`config.mk`:
```
export PLATFORM = sky130hd
export DESIGN_NAME = rv_mul_seq
export DESIGN_NICKNAME = d
export VERILOG_FILES = /design/src/rtl/rv_mul_pkg.sv /design/src/rtl/rv_mul_next_pair.sv /design/src/rtl/rv_mul_seq.sv
export SDC_FILE = /design/constraint.sdc
export NUM_CORES = 1
export LEC_CHECK = 0
export CORE_UTILIZATION = 40
export DETAILED_ROUTE_END_ITERATION = 10
export HOLD_SLACK_MARGIN = 0.02
export PLACE_DENSITY_LB_ADDON = 0.1
export SLEW_MARGIN = 30
export SYNTH_ARGS = -nofsm -noshare
export SYNTH_HDL_FRONTEND = slang
export SYNTH_SLANG_ARGS = --single-unit
```
`constraint.sdc`:
```
create_clock -name clk -period 3.6 [get_ports clk]
set_clock_uncertainty 0.2 [all_clocks]
set_input_delay 0.54 -clock clk [delete_from_list [all_inputs] [get_ports clk]]
set_output_delay 0.54 -clock clk [all_outputs]
set_load 0.005 [all_outputs]
```
`src/rtl/rv_mul_pkg.sv`:
```
// rtl/rv_mul_pkg.sv - shared types and byte-pair table for the sequential multiplier
package rv_mul_pkg;

   localparam int NPAIRS = 10;
   localparam int IDXW   = 4;

   typedef enum logic [1:0] {
      IDLE = 2'd0,
      CLR  = 2'd1,
      ACC  = 2'd2,
      DONE = 2'd3
   } state_t;

   // Pairs are ordered by A byte, then B byte; only pairs with i+j <= 3 reach bits [31:0].
   function automatic logic [1:0] pair_a(input logic [IDXW-1:0] idx);
      case (idx)
         4'd0, 4'd1, 4'd2, 4'd3: pair_a = 2'd0;
         4'd4, 4'd5, 4'd6:       pair_a = 2'd1;
         4'd7, 4'd8:             pair_a = 2'd2;
         4'd9:                   pair_a = 2'd3;
         default:                pair_a = 2'd0;
      endcase
   endfunction

   function automatic logic [1:0] pair_b(input logic [IDXW-1:0] idx);
      case (idx)
         4'd0, 4'd4, 4'd7, 4'd9: pair_b = 2'd0;
         4'd1, 4'd5, 4'd8:       pair_b = 2'd1;
         4'd2, 4'd6:             pair_b = 2'd2;
         4'd3:                   pair_b = 2'd3;
         default:                pair_b = 2'd0;
      endcase
   endfunction

   function automatic logic [4:0] pair_shift(input logic [IDXW-1:0] idx);
      case (idx)
         4'd0:                   pair_shift = 5'd0;
         4'd1, 4'd4:             pair_shift = 5'd8;
         4'd2, 4'd5, 4'd7:       pair_shift = 5'd16;
         4'd3, 4'd6, 4'd8, 4'd9: pair_shift = 5'd24;
         default:                pair_shift = 5'd0;
      endcase
   endfunction

endpackage

```
`src/rtl/rv_mul_next_pair.sv`:
```
// rtl/rv_mul_next_pair.sv - priority search for the next enabled byte pair
module rv_mul_next_pair
   import rv_mul_pkg::*;
(
   input  logic [3:0]      amask,
   input  logic [3:0]      bmask,
   input  logic [IDXW-1:0] cur_idx,
   input  logic            from_start,
   output logic [IDXW-1:0] next_idx,
   output logic            found
);

   logic [NPAIRS-1:0] cand;

   always_comb begin
      cand = '0;
      for (int k = 0; k < NPAIRS; k++) begin
         cand[k] = amask[pair_a(IDXW'(k))] & bmask[pair_b(IDXW'(k))]
                   & (from_start | (IDXW'(k) > cur_idx));
      end
      next_idx = '0;
      found    = 1'b0;
      // Descending scan so the lowest candidate wins.
      for (int k = NPAIRS - 1; k >= 0; k--) begin
         if (cand[k]) begin
            next_idx = IDXW'(k);
            found    = 1'b1;
         end
      end
   end

endmodule

```
`src/rtl/rv_mul_seq.sv`:
```
// rtl/rv_mul_seq.sv - control sequencer for the byte-serial MUL datapath
module rv_mul_seq
   import rv_mul_pkg::*;
#(
   parameter int DPWIDTH   = 32,
   parameter bit SKIP_ZERO = 1'b1
)
(
   input  logic                 clk,
   input  logic                 rst,
   input  logic                 start,
   input  logic [DPWIDTH/8-1:0] a_nz,
   input  logic [DPWIDTH/8-1:0] b_nz,
   output logic                 busy,
   output logic                 done,
   output logic [1:0]           Ma_sel,
   output logic [1:0]           Mb_sel,
   output logic [4:0]           Mshift_val,
   output logic                 Mupd_prod,
   output logic                 Mclr_prod
);

   localparam int NLANES = DPWIDTH / 8;

   state_t            state, state_nxt;
   logic [NLANES-1:0] amask, amask_nxt;
   logic [NLANES-1:0] bmask, bmask_nxt;
   logic [IDXW-1:0]   idx, idx_nxt;
   logic [IDXW-1:0]   np_idx;
   logic              np_found;

   rv_mul_next_pair u_next_pair (
      .amask      (amask),
      .bmask      (bmask),
      .cur_idx    (idx),
      .from_start (state == CLR),
      .next_idx   (np_idx),
      .found      (np_found)
   );

   always_ff @(posedge clk or posedge rst) begin
      if (rst) begin
         state <= IDLE;
         amask <= '0;
         bmask <= '0;
         idx   <= '0;
      end else begin
         state <= state_nxt;
         amask <= amask_nxt;
         bmask <= bmask_nxt;
         idx   <= idx_nxt;
      end
   end

   // Outputs decode straight from registered state so an async reset clears them at once.
   always_comb begin
      state_nxt  = state;
      amask_nxt  = amask;
      bmask_nxt  = bmask;
      idx_nxt    = idx;
      busy       = 1'b0;
      done       = 1'b0;
      Ma_sel     = 2'd0;
      Mb_sel     = 2'd0;
      Mshift_val = 5'd0;
      Mupd_prod  = 1'b0;
      Mclr_prod  = 1'b0;
      case (state)
         IDLE: begin
            if (start) begin
               amask_nxt = SKIP_ZERO ? a_nz : {NLANES{1'b1}};
               bmask_nxt = SKIP_ZERO ? b_nz : {NLANES{1'b1}};
               state_nxt = CLR;
            end
         end
         CLR: begin
            busy      = 1'b1;
            Mclr_prod = 1'b1;
            if (np_found) begin
               idx_nxt   = np_idx;
               state_nxt = ACC;
            end else begin
               state_nxt = DONE;
            end
         end
         ACC: begin
            busy       = 1'b1;
            Mupd_prod  = 1'b1;
            Ma_sel     = pair_a(idx);
            Mb_sel     = pair_b(idx);
            Mshift_val = pair_shift(idx);
            if (np_found) begin
               idx_nxt = np_idx;
            end else begin
               state_nxt = DONE;
            end
         end
         DONE: begin
            busy      = 1'b1;
            done      = 1'b1;
            idx_nxt   = '0;
            state_nxt = IDLE;
         end
         default: state_nxt = IDLE;
      endcase
   end

endmodule
```
==> results.sh, run 1 <==
export IMPL_peakVddDrop_uv=563
export IMPL_vias_per_cell=5.82
export IMPL_rows=18
export IMPL_multi_input_area_sq_um=688
export IMPL_drt_antenna_violating_nets=0
export IMPL_power_density_nw_per_um2=966
export IMPL_io_buffers=20
export IMPL_tritoncts="yes"
export IMPL_ys_seq_area_frac=0.312
export IMPL_synth_edf_count=0
export IMPL_worstHoldPathType="flip-flop to flip-flop"
export IMPL_rsz0062_at_grt="no"
export IMPL_core_sq_um=2570
export IMPL_fill_cells=256
export IMPL_slew_violations=0
export IMPL_synth_warnings=0
export IMPL_start_kind="flip-flop"
export IMPL_tightest_slew_ns=0.521
export IMPL_outcome="completed"
export IMPL_htree_levels=1
export IMPL_track_usage=0.196
export IMPL_num_vias=1006
export IMPL_dieHeight_um=55
export IMPL_fp_dieW_um=55
export IMPL_arrival_ns=2.79
export IMPL_slew_headroom=0.652
export IMPL_wirelength_mm=2.56
export IMPL_synth_xor_area_frac=0
export IMPL_grt_overflow_total=0
export IMPL_drtPass1Iterations=4
export IMPL_postCtsHoldBufs=0
export IMPL_critPathKind="flip-flop to flip-flop"
export IMPL_synthFlopType="dfrtp_1"
export IMPL_setup_viol=0
export IMPL_async_reset_ff_frac=1.00
export IMPL_seqCellArea_sq_um=350
export IMPL_syn_inst=126
export IMPL_yosys_area_share_simple=0.190
export IMPL_wl_per_cell_um=14.8
export IMPL_tns_ns=0
export IMPL_die_area_sq_um=3030
export IMPL_clockRootBuffer="clkbuf_4"
export IMPL_ys_seq_elements=14
export IMPL_drv_cap=0
export IMPL_netlist_area_sq_um=1120
export IMPL_leakage_nw=0.585
export IMPL_final_nets=160
export IMPL_synth_top_family_by_area="compound AO/OA/AOI/OAI gates"
export IMPL_post_cts_setup_buffer_count=0
export IMPL_crit_fanout=14
export IMPL_antenna_found_initial=0
export IMPL_initial_utilization=0.438
export IMPL_n_antenna_cell=0
export IMPL_place_congestion=0.868
export IMPL_final_min_clock_period_ns=2.81
export IMPL_hpwl_mm=1.91
export IMPL_drive_gt1_frac=0.119
export IMPL_fin_crit_sh=0.782
export IMPL_boundaryPins=24
export IMPL_synth_area_per_cell_sq_um=8.92
export IMPL_hold_viol=0
export IMPL_cts_resized=0
export IMPL_end_kind="flip-flop"
export IMPL_dr_first_iter_drc_count=23
export IMPL_total_power_mw=1.30
export IMPL_cts_sinks=14
export IMPL_synth_compound_area_share=0.238
export IMPL_path_clk_slew_ns=0.08
export IMPL_grt_pass1_vias=923
export IMPL_clk_latency_ns=0.29
export IMPL_muxShareOfSynthArea=0.118
export IMPL_drcViolationCount=0
export IMPL_grt_pass1_wl_mm=4.11
export IMPL_grt_start_max_net_pins=15
export IMPL_yosysUniqueCellTypes=44
export IMPL_cp_required_ns=3.57
export IMPL_numCtsBuffers=3
export IMPL_synthAdderAreaFrac=0.0557
export IMPL_area_delta_synth_final_pct=19.8
export IMPL_cts_buffer_depth=2
export IMPL_clock_fmax_mhz=355
area by class of cell:
class                           instances  share of cell area
Timing Repair Buffer                   20               0.149
Clock buffer                            4              0.0270
Multi-Input combinational cell         96               0.511
Inverter                                9              0.0251
Sequential cell                        14               0.260
Tap cell                               30              0.0279
Yosys cell counts, drive strengths merged, types with 2 or more instances:
library cell / instances / area share
o211a: 2 / 0.018
buf: 7 / 0.046
nor2b: 2 / 0.011
nand3b: 3 / 0.020
nand2b: 2 / 0.011
inv: 9 / 0.030
a211oi: 2 / 0.013
mux2i: 2 / 0.018
o22ai: 2 / 0.011
o211ai: 3 / 0.020
nor2: 11 / 0.037
clkbuf: 2 / 0.0067
nand2: 9 / 0.030
mux2: 10 / 0.10
nor3: 3 / 0.018
a21oi: 7 / 0.045
and4: 2 / 0.016
o21ai: 6 / 0.027
ha: 5 / 0.056
dfrtp: 14 / 0.31
a31oi: 5 / 0.028
nand4b: 2 / 0.016
sequential cells by signal, summed over array words and instances, names as in the netlist:
name   count
amask      4
bmask      4
idx        4
state      2
kinds of logic (layout without fill, tap and decap cells):
| kind of cell | after synthesis | in the layout |
|---|---|---|
| other | 1 | 3 |
| buffers and inverters | 18 | 33 |
| AOI/OAI and AO/OA | 36 | 36 |
| muxes | 12 | 12 |
| and+or+nand+nor | 40 | 40 |
| DFF | 14 | 14 |
| adders and majority gates | 5 | 5 |
placed cells by master, fill, tap and decap left out, drive strengths merged, types with 3 or more instances in the layout:
cell / count
mux2: 10
clkbuf: 4
a31oi: 5
dfrtp: 14
inv: 9
clkdlybuf4s50: 20
nor3: 3
nand2: 9
o21ai: 6
conb: 3
nand3b: 3
a21oi: 7
ha: 5
nor2: 11
o211ai: 3
final timing paths:
check                           end  cells after the start  slack, ns  startpoint
setup / recovery             idx[2]                      8       0.79    state[1]
min in group asynchronous  amask[1]                      2       0.38         rst
setup reg to reg             idx[2]                      8       0.79    state[1]
max in group asynchronous  bmask[1]                      2       2.47         rst
hold reg to reg            amask[3]                      1       0.35    amask[3]
hold / removal             amask[3]                      1       0.35    amask[3]
per-stage QoR:
stage | setup slack [ns] | instances | cell area, sq um | hold slack (ns) | util
2_1_floorplan | 1.19 | 128 | 1130 | 0.229 | -
4_1_cts | 0.797 | 173 | 1350 | 0.353 | 0.524
3_5_place_dp | 0.830 | 169 | 1310 | 0.334 | 0.510
6_report | 0.785 | 173 | 1350 | 0.350 | 0.524
5_1_grt | 0.607 | 173 | 1350 | 0.382 | 0.524
3_3_place_gp | 0.963 | 169 | 1310 | 0.324 | 0.510
where the power goes:
group / switching, mW / internal [mW] / leakage (nW)
Sequential: 0.135 / 0.235 / 0.170
Clock: 0.0518 / 0.0617 / 0.0210
Combinational: 0.416 / 0.401 / 0.393
worst max-delay path, stage by stage (launching register included):
cell and delay (ns):
dfrtp_1 0.40, inv_1 0.11, ha_1 0.34, o21bai_1 0.27, and4_1 0.26, nor4_1 0.43, a21oi_2 0.16, a21oi_4 0.19
mux2_1 0.35
metal layers:
| metal | vias up | GRT usage | wire, um |
|---|---|---|---|
| met5 | - | 0 | 0 |
| met4 | 0 | 0.0625 | 27 |
| met3 | 4 | 0.0683 | 173 |
| met2 | 36 | 0.311 | 1190 |
| met1 | 478 | 0.247 | 1170 |
| li1 | 488 | - | - |
(Power assumes the default switching activity.)
==> run 2: changes to the inputs <==
Clock period 3.6 ns to 2.6 ns, I/O delays scaled along.
==> results.sh, run 2 (synthesis gave the netlist of run 1 again) <==
export IMPL_num_vias=1062
export IMPL_slew_violations=0
export IMPL_cp_required_ns=2.01
export IMPL_postCtsHoldBufs=0
export IMPL_grt_pass1_wl_mm=4.40
export IMPL_wirelength_mm=2.74
export IMPL_worstHoldPathType="primary input to asynchronous set/reset pin"
export IMPL_power_density_nw_per_um2=1340
export IMPL_clockRootBuffer="clkbuf_4"
export IMPL_wl_per_cell_um=15.1
export IMPL_cts_sinks=14
export IMPL_tritoncts="yes"
export IMPL_antenna_found_initial=0
export IMPL_final_min_clock_period_ns=2.47
export IMPL_slew_headroom=0.639
export IMPL_crit_fanout=6
export IMPL_hpwl_mm=2.04
export IMPL_grt_overflow_total=0
export IMPL_dr_first_iter_drc_count=34
export IMPL_power_frac_seq=0.247
export IMPL_drive_gt1_frac=0.217
export IMPL_reg_largest_list="amask (4), bmask (4), idx (4)"
export IMPL_path_clk_slew_ns=0.09
export IMPL_grt_start_max_net_pins=15
export IMPL_p_int_mw=1.04
export IMPL_pre_cts_slack_ns=0.0311
export IMPL_end_kind="output port"
export IMPL_setup_viol=0
export IMPL_boundaryPins=24
export IMPL_leakage_nw=0.618
export IMPL_layout_setup_ws_ns=0.125
export IMPL_htree_levels=1
export IMPL_die_area_sq_um=3030
export IMPL_hold_viol=0
export IMPL_clk_latency_ns=0.29
export IMPL_critPathKind="flip-flop to output port"
export IMPL_drcViolationCount=0
export IMPL_fill_cells=233
export IMPL_fp_dieW_um=55
export IMPL_final_cell_mix="clkdlybuf4s50_1, nor2_1, dfrtp_1, buf_4, nand2_1"
export IMPL_drv_cap=0
export IMPL_dpl_cell_count=177
export IMPL_rows=18
export IMPL_arrival_ns=1.88
export IMPL_layout_cells_non_filler=182
export IMPL_outcome="completed"
export IMPL_area_delta_synth_final_pct=27.8
export IMPL_tightest_slew_ns=0.540
export IMPL_place_congestion=0.801
export IMPL_peakVddDrop_uv=748
export IMPL_dieHeight_um=55
export IMPL_vias_per_cell=5.84
export IMPL_fin_crit_sh=0.952
export IMPL_p_switching_mw=0.887
export IMPL_initial_utilization=0.438
export IMPL_io_buffers=20
export IMPL_numCtsBuffers=3
export IMPL_track_usage=0.208
export IMPL_grt_pass1_vias=982
export IMPL_n_antenna_cell=0
export IMPL_core_sq_um=2570
export IMPL_final_nets=170
export IMPL_clock_fmax_mhz=404
export IMPL_start_kind="flip-flop"
export IMPL_swShare=0.461
export IMPL_drt_antenna_violating_nets=0
export IMPL_power_share_combinational=0.688
export IMPL_final_common_cell="clkdlybuf4s50_1"
export IMPL_drtPass1Iterations=5
export IMPL_clkPwrFrac=0.065
export IMPL_rsz0062_at_grt="yes"
export IMPL_cts_buffer_depth=2
## run 2: cell types whose count changed in the layout (fill, tap and decap cells not counted), moves of 2 or more
| cell | previous run | this run |
|---|---|---|
| ha_1 | 5 | 3 |
| buf_4 | 0 | 10 |
| dfrtp_2 | 0 | 3 |
| dfrtp_1 | 14 | 11 |
## run 2: path summary, 6_finish.rpt
kind	to	start	slack [ns]	depth (start not counted)
max in group asynchronous	idx[1]	rst	1.58	2
min	amask[2]	rst	0.24	2
max	Mb_sel[1]	state[0]	0.13	6
max reg2reg	state[0]	state[1]	0.14	9
min reg2reg	amask[3]	amask[3]	0.35	1
min in group clk	amask[3]	amask[3]	0.35	1
## run 2: layer usage
metal	wire, um	up-vias	GRT usage	part of all wire
li1	-	508	-	-
met1	1210	494	0.261	0.44
met2	1300	54	0.335	0.47
met3	194	6	0.0683	0.071
met4	43	0	0.0625	0.016
met5	0	-	0	0
## run 2: worst max-delay path: stages, from the launching register on
cell and delay (ns):
dfrtp_1 0.39, buf_4 0.15, clkinvlp_4 0.12, ha_4 0.18, nand2_1 0.06, a211oi_1 0.19, clkdlybuf4s50_1 0.53
## run 2: layout make-up
type,instances,area (sq um),share of cell area
tap,30,37.5,0.0261
sequential,14,354,0.247
inverter,9,37.5,0.0261
multi-input combinational,96,709,0.494
clock buffer,3,22.5,0.0157
timing repair buffer,30,275,0.192
## run 2: stage by stage
| stage | power (mW) | utilization | area [sq um] | hold WS [ns] | setup TNS (ns) |
|---|---|---|---|---|---|
| 6_report | 1.92 | 0.559 | 1440 | 0.236 | 0 |
| 5_1_grt | 2.10 | 0.559 | 1440 | 0.321 | -0.0102 |
| 4_1_cts | 1.87 | 0.547 | 1410 | 0.282 | 0 |
| 3_5_place_dp | 1.72 | 0.534 | 1370 | 0.330 | 0 |
| 3_3_place_gp | 1.69 | 0.534 | 1370 | 0.331 | 0 |
| 2_1_floorplan | 1.33 | - | 1130 | 0.0792 | 0 |
## run 2: repair_timing
action	4_1_cts	5_1_grt
setup buffers	0	2
setup endpoints to repair	1	8
gates resized for setup	2	6
## run 2: power groups by stage
| stage | logic [mW] | clock network [mW] | registers (mW) |
|---|---|---|---|
| floorplan | 0.923 | 0 | 0.409 |
| global placement | 1.21 | 0 | 0.479 |
| detailed placement | 1.23 | 0 | 0.483 |
| CTS | 1.26 | 0.127 | 0.479 |
| global route | 1.46 | 0.138 | 0.496 |
| finish | 1.32 | 0.124 | 0.476 |
